File: src/rtl/axilite_pkg.sv
// Shared AXI-Lite definitions: channel buffer modes, response codes and
// per-channel payload widths used when instantiating axilite_chan_buf.
package axilite_pkg;

  typedef enum logic [1:0] {
    CHB_BYPASS = 2'd0,
    CHB_FWD    = 2'd1,
    CHB_SKID   = 2'd2,
    CHB_FIFO   = 2'd3
  } chb_mode_e;

  localparam logic [1:0] RESP_OKAY   = 2'b00;
  localparam logic [1:0] RESP_SLVERR = 2'b10;

  localparam int unsigned ADDR_WIDTH = 32;
  localparam int unsigned DATA_WIDTH = 32;

  // Payload widths per channel: address, data+strobes, response, data+response.
  localparam int unsigned AW_PW = ADDR_WIDTH;
  localparam int unsigned W_PW  = DATA_WIDTH + DATA_WIDTH / 8;
  localparam int unsigned B_PW  = 2;
  localparam int unsigned AR_PW = ADDR_WIDTH;
  localparam int unsigned R_PW  = DATA_WIDTH + 2;

endpackage

File: src/rtl/axilite_skid_stage.sv
// Two-entry registered skid buffer: both s_ready and m_valid come straight
// from flops, so there is no combinational path between the two sides.
module axilite_skid_stage
  import axilite_pkg::*;
#(
  parameter int unsigned PAYLOAD_WIDTH = 32
) (
  input  logic                     clk,
  input  logic                     rst_n,
  input  logic                     clr,
  input  logic                     s_valid,
  output logic                     s_ready,
  input  logic [PAYLOAD_WIDTH-1:0] s_payload,
  output logic                     m_valid,
  input  logic                     m_ready,
  output logic [PAYLOAD_WIDTH-1:0] m_payload,
  output logic [1:0]               count
);

  logic                     main_vld;
  logic                     skid_vld;
  logic [PAYLOAD_WIDTH-1:0] main_data;
  logic [PAYLOAD_WIDTH-1:0] skid_data;
  logic                     push;
  logic                     pop;

  // Upstream is only stalled once the skid slot is occupied; clr masks both sides.
  assign s_ready   = !skid_vld && !clr;
  assign m_valid   = main_vld && !clr;
  assign m_payload = main_data;
  assign push      = s_valid && s_ready;
  assign pop       = m_valid && m_ready;
  assign count     = {1'b0, main_vld} + {1'b0, skid_vld};

  // Main register refills from skid first to keep order, else from upstream;
  // skid only captures when main is held by backpressure.
  always_ff @(posedge clk or negedge rst_n) begin
    if (!rst_n) begin
      main_vld  <= 1'b0;
      skid_vld  <= 1'b0;
      main_data <= '0;
      skid_data <= '0;
    end else if (clr) begin
      main_vld  <= 1'b0;
      skid_vld  <= 1'b0;
      main_data <= '0;
      skid_data <= '0;
    end else if (!main_vld || pop) begin
      if (skid_vld) begin
        main_data <= skid_data;
        main_vld  <= 1'b1;
        skid_vld  <= 1'b0;
      end else if (push) begin
        main_data <= s_payload;
        main_vld  <= 1'b1;
      end else begin
        main_vld  <= 1'b0;
      end
    end else if (push) begin
      skid_data <= s_payload;
      skid_vld  <= 1'b1;
    end
  end

endmodule

File: src/rtl/axilite_chan_buf.sv
// Single AXI-Lite channel valid/ready buffer with selectable timing mode:
// pure wiring, one forward register, registered skid, or a DEPTH-entry FIFO.
module axilite_chan_buf
  import axilite_pkg::*;
#(
  parameter int unsigned PAYLOAD_WIDTH = 32,
  parameter chb_mode_e   MODE          = CHB_SKID,
  parameter int unsigned DEPTH         = 4,
  parameter int unsigned CNT_W         = $clog2(DEPTH + 1)
) (
  input  logic                     clk,
  input  logic                     rst_n,
  input  logic                     clr,
  input  logic                     s_valid,
  output logic                     s_ready,
  input  logic [PAYLOAD_WIDTH-1:0] s_payload,
  output logic                     m_valid,
  input  logic                     m_ready,
  output logic [PAYLOAD_WIDTH-1:0] m_payload,
  output logic [CNT_W-1:0]         count
);

  generate
    if (MODE == CHB_BYPASS) begin : g_bypass
      // No state: clock, reset and flush have nothing to act on here.
      logic bypass_unused;
      assign bypass_unused = clk ^ rst_n ^ clr;
      assign m_valid   = s_valid;
      assign m_payload = s_payload;
      assign s_ready   = m_ready;
      assign count     = '0;

    end else if (MODE == CHB_FWD) begin : g_fwd
      logic                     vld;
      logic [PAYLOAD_WIDTH-1:0] data;
      logic                     push;

      // Ready passes through combinationally so a full stage still streams.
      assign s_ready   = (!vld || m_ready) && !clr;
      assign m_valid   = vld && !clr;
      assign m_payload = data;
      assign push      = s_valid && s_ready;
      assign count     = CNT_W'(vld);

      // Load on accepted input, empty when the held word is taken with no refill.
      always_ff @(posedge clk or negedge rst_n) begin
        if (!rst_n) begin
          vld  <= 1'b0;
          data <= '0;
        end else if (clr) begin
          vld  <= 1'b0;
          data <= '0;
        end else if (push) begin
          vld  <= 1'b1;
          data <= s_payload;
        end else if (m_ready) begin
          vld  <= 1'b0;
        end
      end

    end else if (MODE == CHB_SKID) begin : g_skid
      logic [1:0] skid_count;

      axilite_skid_stage #(
        .PAYLOAD_WIDTH(PAYLOAD_WIDTH)
      ) u_skid (
        .clk      (clk),
        .rst_n    (rst_n),
        .clr      (clr),
        .s_valid  (s_valid),
        .s_ready  (s_ready),
        .s_payload(s_payload),
        .m_valid  (m_valid),
        .m_ready  (m_ready),
        .m_payload(m_payload),
        .count    (skid_count)
      );

      assign count = CNT_W'(skid_count);

    end else begin : g_fifo
      localparam int unsigned AW = $clog2(DEPTH);

      logic [PAYLOAD_WIDTH-1:0] mem [DEPTH];
      logic [AW:0]              wr_ptr;
      logic [AW:0]              rd_ptr;
      logic                     full;
      logic                     empty;
      logic                     push;
      logic                     pop;

      // Extra wrap bit distinguishes full from empty when the indices match.
      assign full      = (wr_ptr[AW] != rd_ptr[AW]) && (wr_ptr[AW-1:0] == rd_ptr[AW-1:0]);
      assign empty     = (wr_ptr == rd_ptr);
      assign s_ready   = !full && !clr;
      assign m_valid   = !empty && !clr;
      assign m_payload = mem[rd_ptr[AW-1:0]];
      assign push      = s_valid && s_ready;
      assign pop       = m_valid && m_ready;
      assign count     = CNT_W'(wr_ptr - rd_ptr);

      // Storage and pointers; a full buffer refuses writes even while popping.
      always_ff @(posedge clk or negedge rst_n) begin
        if (!rst_n) begin
          wr_ptr <= '0;
          rd_ptr <= '0;
          for (int i = 0; i < DEPTH; i++) mem[i] <= '0;
        end else if (clr) begin
          wr_ptr <= '0;
          rd_ptr <= '0;
          for (int i = 0; i < DEPTH; i++) mem[i] <= '0;
        end else begin
          if (push) begin
            mem[wr_ptr[AW-1:0]] <= s_payload;
            wr_ptr              <= wr_ptr + 1'b1;
          end
          if (pop) rd_ptr <= rd_ptr + 1'b1;
        end
      end
    end
  endgenerate

endmodule

File: config.mk
export PLATFORM = sky130hd
export DESIGN_NAME = axilite_chan_buf
export DESIGN_NICKNAME = d
export VERILOG_FILES = /design/src/rtl/axilite_pkg.sv /design/src/rtl/axilite_skid_stage.sv /design/src/rtl/axilite_chan_buf.sv
export SDC_FILE = /design/constraint.sdc
export NUM_CORES = 1
export LEC_CHECK = 0
export ABC_AREA = 1
export CAP_MARGIN = 20
export CORE_MARGIN = 1.5
export CORE_UTILIZATION = 51
export CTS_BUF_LIST = sky130_fd_sc_hd__clkbuf_8
export DETAILED_ROUTE_END_ITERATION = 8
export PLACE_DENSITY_LB_ADDON = 0.1
export SLEW_MARGIN = 20
export SYNTH_ARGS = -nofsm -noshare
export SYNTH_HDL_FRONTEND = slang
export SYNTH_SLANG_ARGS = --single-unit
File: constraint.sdc
create_clock -name clk -period 1.4 [get_ports clk]
set_input_delay 0.21 -clock clk [delete_from_list [all_inputs] [get_ports clk]]
set_output_delay 0.21 -clock clk [all_outputs]
set_load 0.05 [all_outputs]
After elaboration in Yosys (flattened, before gate mapping)
Cells that the tools add are included.

cells by class
  reduce and logical (&&, ||, !) cells = 14
  multipliers = 0
  eq/ne operators = 1
  shift-type cells = 0
  add/subtract/negate cells = 1
  div/mod/pow operators = 0
  magnitude comparators = 0
  bitwise logic cells = 0
  muxes and demuxes = 13

operators with widths
  cell                                    count
  32-bit 2-to-1 mux                       6
  1-bit 2-to-1 mux                        7
  3-bit nonzero test                      2
  1-bit logical AND                       4
  2-bit AND reduction                     2
  2-bit nonzero test                      2
  1-bit logical NOT                       3
  1-bit by 1-bit adder with 2-bit output  1
  2-bit != test, second input constant    1
  1-bit logical OR                        1

storage, ports and cells
  bits in latches = 0
  output and inout port bits = 37
  RAM bits = 0
  bits in registers = 66
  memories = 0
  word-level logic and storage cells = 33
  bits in read-only memories = 0

Depth between registers and ports, before layout
  depth in word-level cells = 7
  depth in mapped cells = 7
  gate-level depth less buffers = 6

Cells and area by module
From an unflattened synthesis, not the netlist that was laid out.

second synthesis, totals
  cell total of the unflattened synthesis = 402
  area, all modules = 3114.2 um^2

modules (own cells, without submodules)
  module              instances  area each (um^2)  cells each  sequential area each (um^2)
  axilite_skid_stage  1          3103.0            400         1651.6
  axilite_chan_buf    1          11.3              2           0.0

Worst setup path before layout
Ideal clock, no wire load.

  path kind = reg-to-reg
  start = register g_skid.u_skid.skid_vld
  end = register g_skid.u_skid.main_data[22] (netlist: g_skid.u_skid.m_payload[22])
  cell stages (with the launch flop) = 8
  setup time = 66 ps
  required time = 1334 ps
  period minus slack after synthesis = 1311 ps
  buffers on the path = 2
  slack = 89 ps
  arrival = 1245 ps
  cells stage by stage = dfrtp_1 -> buf_4 -> nor2_4 -> buf_2 -> nand2_1 -> nand2_1 -> nand3_1 -> nand2_1

between the ends
  longest elaborated chain between the ends = 5
  elaborated cells between the ends (all ways) = 8

ends and longest elaborated chain
  item                           RTL line                  RTL
  from (decl)                    axilite_skid_stage.sv:21  logic skid_vld;
  from (signal assigned)         axilite_skid_stage.sv:40  skid_vld <= 1'b0;
  from (signal assigned)         axilite_skid_stage.sv:45  skid_vld <= 1'b0;
  from (signal assigned)         axilite_skid_stage.sv:52  skid_vld <= 1'b0;
  1-bit logical NOT              axilite_skid_stage.sv:28  assign s_ready = !skid_vld && !clr;
  1-bit logical AND              axilite_skid_stage.sv:28
  named net s_ready              axilite_chan_buf.sv:15    output logic s_ready,
  1-bit logical AND              axilite_skid_stage.sv:31  assign push = s_valid && s_ready;
  3-bit nonzero test (no line)   -
  2-bit AND reduction (no line)  -
  to (signal assigned)           axilite_skid_stage.sv:50  main_data <= skid_data;
  to (signal assigned)           axilite_skid_stage.sv:54  main_data <= s_payload;
  to (decl)                      axilite_skid_stage.sv:22  logic [PAYLOAD_WIDTH-1:0] main_data;

The timed path passes the listed nets, and every way through them passes these cells. The select of a mux whose other input is x is not followed.
A chain may end at the register's enable or synchronous reset.

Worst setup path after layout
  start = register g_skid.u_skid.skid_vld
  end = register g_skid.u_skid.skid_data[20]

between the ends
  longest elaborated chain between the ends = 5

ends and longest elaborated chain
  item                           RTL line                  RTL
  1-bit logical NOT              axilite_skid_stage.sv:28
  1-bit logical AND              axilite_skid_stage.sv:28
  1-bit logical AND              axilite_skid_stage.sv:31
  2-bit nonzero test (no line)   -
  2-bit AND reduction (no line)  -
  to (signal assigned)           axilite_skid_stage.sv:60  skid_data <= s_payload;
  to (decl)                      axilite_skid_stage.sv:23  logic [PAYLOAD_WIDTH-1:0] skid_data;

Every way passes these cells.

==> summary.txt <==
STA
  • Final hold violations: 0
  • Setup Skew: 0.007457 ns
  • Final period utilization: 106.8%
  • Unrepaired setup endpoints after global routing: true
  • Fmax: between 0.6 and 0.7 GHz
  • Final Slew Violations: 0
  • Final setup violation count: 34
  • Setup TNS: -1.395 ns
  • Post-route setup slack: -0.09547 ns
  • Clock period minus worst slack: 1.495 ns

Final layout
  • Final Non-Filler Cells: 572
  • Nets: 530
  • P&R area growth vs syn: 56.72%
  • Ant. Diodes: 0
  • Storage cell area: approximately 1700 sq um
  • Multi-input logic area: 1420 sq um
  • Post-layout util: around 83%
  • Fill count: 349
  • Most frequent cells in the layout: nand2_1 (183), nand3_1 (87), dfrtp_1 (65)
  • Layout cell share with drive strength beyond 1: 23.74%
  • Commonest non-fill, non-tap cell in the layout: nand2_1

Yosys
  • Synthesized cell area: 3117 sq um
  • Post-Synth Adder-Cell Area: 0.4014%
  • Register area share after synthesis: 52.99%
  • Mapped Avg Cell Area: approximately 7.8 sq um
  • Yosys warnings: 0
  • Simple-gate share of the synthesized area: ~40%
  • Synth Instances: 401
  • Xor and xnor area share after synthesis: 0%
  • Syn Nets: 439
  • Compound-cell area share of the yosys netlist: 0.4817%
  • Netlist cell types: 18
  • Flops & latches, synth: 66
  • Largest family of logic cells by synthesized area: simple AND/OR/NAND/NOR gates
  • Post-synthesis mux area share: 0%

Placement
  • Final GP Congestion: 0.7937
  • Placed insts: between 500 and 600
  • HPWL reported at the end of detailed placement: between 5000 and 6000 um
  • DP Worst Slack: -0.1617 ns
  • Number of port buffers: approximately 70

Setup path
  • Worst Path Max Fanout: 6
  • Reg2reg end: g_skid.u_skid.skid_data[20]
  • Crit path capture: g_skid.u_skid.skid_data[20]
  • Worst R2R Start: g_skid.u_skid.skid_vld
  • Critical path arrival: 1.77 ns
  • CP startpoint kind: register
  • Setup CP Type: register to register
  • CP Capture Type: register
  • Worst Reg-to-Reg Cells: 7
  • Crit path from: g_skid.u_skid.skid_vld
  • CP required: 1.68 ns
  • Reg-to-reg setup timing slack: -0.1 ns

Floorplan
  • Die Ht: 81.18 um
  • Die area: between 6000 and 7000 sq um
  • Placement row count: 28
  • Core area: 5921 sq um
  • Chip width: between 80 and 90 um
  • Starting Density: 52.64%
  • I/O pins: 74

GRT
  • Final global-route overflow total: 0
  • Number of global-route vias before repair: between 2,000 and 3,000
  • Total track usage: between 20% and 30%
  • Pin count of the biggest net entering global routing: 67
  • Antenna violations before repair: 0
  • First-pass GRT wire length: ~14,000 um

Pwr
  • Switching share of power: 31.05%
  • Gate power share: 27.6%
  • Power per cell area: 1066 nW/um^2
  • Leak pwr: about 2.6 nW
  • Worst vdd ir: 0.0008191 V
  • Internal power: 3.590 mW
  • Clock share of power: 31.0%
  • Sw Pwr: 1.616 mW
  • Register share of total power: 41.4%
  • Overall Power: 5.206 mW

Drt
  • Number of vias per cell: ~5.6
  • Drt first pass iters: 6
  • Routed length per instance: 16.60 um
  • Drt total wl: approximately 9500 um
  • Drt drc: 0
  • Routed Antenna Nets: 0
  • Via count: 3,230
  • Initial drt markers: approximately 290

Hold path
  • Hold Path Class: primary input to asynchronous set/reset pin

Clocking
  • CTS Buffer Depth: 2
  • Root Buffer: clkbuf_8
  • Htree depth: 3
  • Clock transition at the registers of the reported paths: 0.07 ns
  • CTS Sinks: 66
  • Inserted Clock Buffers: 9
  • CTS tree: built
  • Clock Latency Late Sink: 0.34 ns

Flow run
  • Max cap viols: 0

Run status
  • Failing checks: setup timing
  • Run status: finished, violations left
stage by stage:
stage	instance area (sq um)	hold WS, ns
detailed placement	4324	0.2557
global placement	4324	0.2518
finish	4885	0.4173
CTS	4627	0.4247
global route	4885	0.4727
floorplan	3117	-0.08559
registers in the layout, summed over array words and instances, names as in the netlist:
| register | count |
|---|---|
| g_skid.u_skid.skid_data | 32 |
| g_skid.u_skid.main_vld | 1 |
| g_skid.u_skid.m_payload | 32 |
| g_skid.u_skid.skid_vld | 1 |
how the worst min path moves through the flow:
stage,start,endpoint,slack [ns],cells after the start
CTS,rst_n,g_skid.u_skid.m_payload[27],0.42,3
global placement,rst_n,g_skid.u_skid.m_payload[27],0.25,2
floorplan,rst_n,g_skid.u_skid.m_payload[0],-0.09,0
finish,rst_n,g_skid.u_skid.m_payload[27],0.42,3
detailed placement,rst_n,g_skid.u_skid.m_payload[27],0.26,2
global route,rst_n,g_skid.u_skid.m_payload[27],0.47,3
synthesized netlist by cell type:
library cell  instances  area [sq um]
o21ai_1               2         10.01
ha_1                  1         12.51
dfrtp_1              66          1652
nand2_2               3         18.77
nor3_1                1         5.000
nor2_4                1         11.26
nand3_1              96         480.5
buf_4                 8         60.06
nor2_2                1         6.260
clkbuf_1              5         18.77
nor2_1                1         3.750
conb_1                1         3.750
nor3_2                1         10.01
inv_2                 2         7.510
nand2_1             194         728.2
o21ai_0               1         5.000
inv_1                 1         3.750
buf_2                16         80.08
metal layers:
metal / wire (um) / up-vias / GRT usage [%]
met5: 0 / - / 0
met4: 333 / 0 / 14.48
met3: 847 / 37 / 4.382
met2: 4568 / 196 / 44.50
met1: 3743 / 1526 / 38.25
li1: - / 1471 / -
repair_timing:
action / CTS / global route
gates resized for setup: 5 / 43
pin swaps: 1 / 11
endpoints found under the setup margin: 3 / 58
hold buffers: 1 / 0
buffers inserted: 5 / 3
gates cloned: 1 / 5
endpoints found under the hold margin: 66 / 0
final cells by class:
cell class	count	share of cell area, %
clock buffers	11	3.099
clock inverters	5	0.9477
inverters	3	0.2305
multi-input cells	303	29.07
flip-flops and latches	66	33.84
well taps	75	1.921
repair buffers	109	30.89
logic make-up (layout without fill, tap and decap cells):
logic type	after synthesis	in the layout
AOI/OAI and AO/OA	3	3
adders and majority gates	1	1
other	1	1
buffers and inverters	32	128
and+or+nand+nor	298	298
DFF	66	66
critical path, stage by stage (launching register included):
cell and delay, ns:
dfrtp_2 0.46, buf_6 0.14, buf_6 0.12, nor3_4 0.26, buf_6 0.15, buf_6 0.13
nand3_1 0.09, nand2_1 0.09
power by group through the flow:
stage | clock network [mW] | logic, mW | registers, mW
floorplan | 0 | 0.327 | 2.43
global placement | 0 | 1.27 | 2.18
detailed placement | 0 | 1.28 | 2.18
CTS | 1.62 | 1.32 | 2.15
global route | 1.69 | 1.51 | 2.17
finish | 1.61 | 1.44 | 2.15
Note: power is estimated with default switching activity, not from simulation.
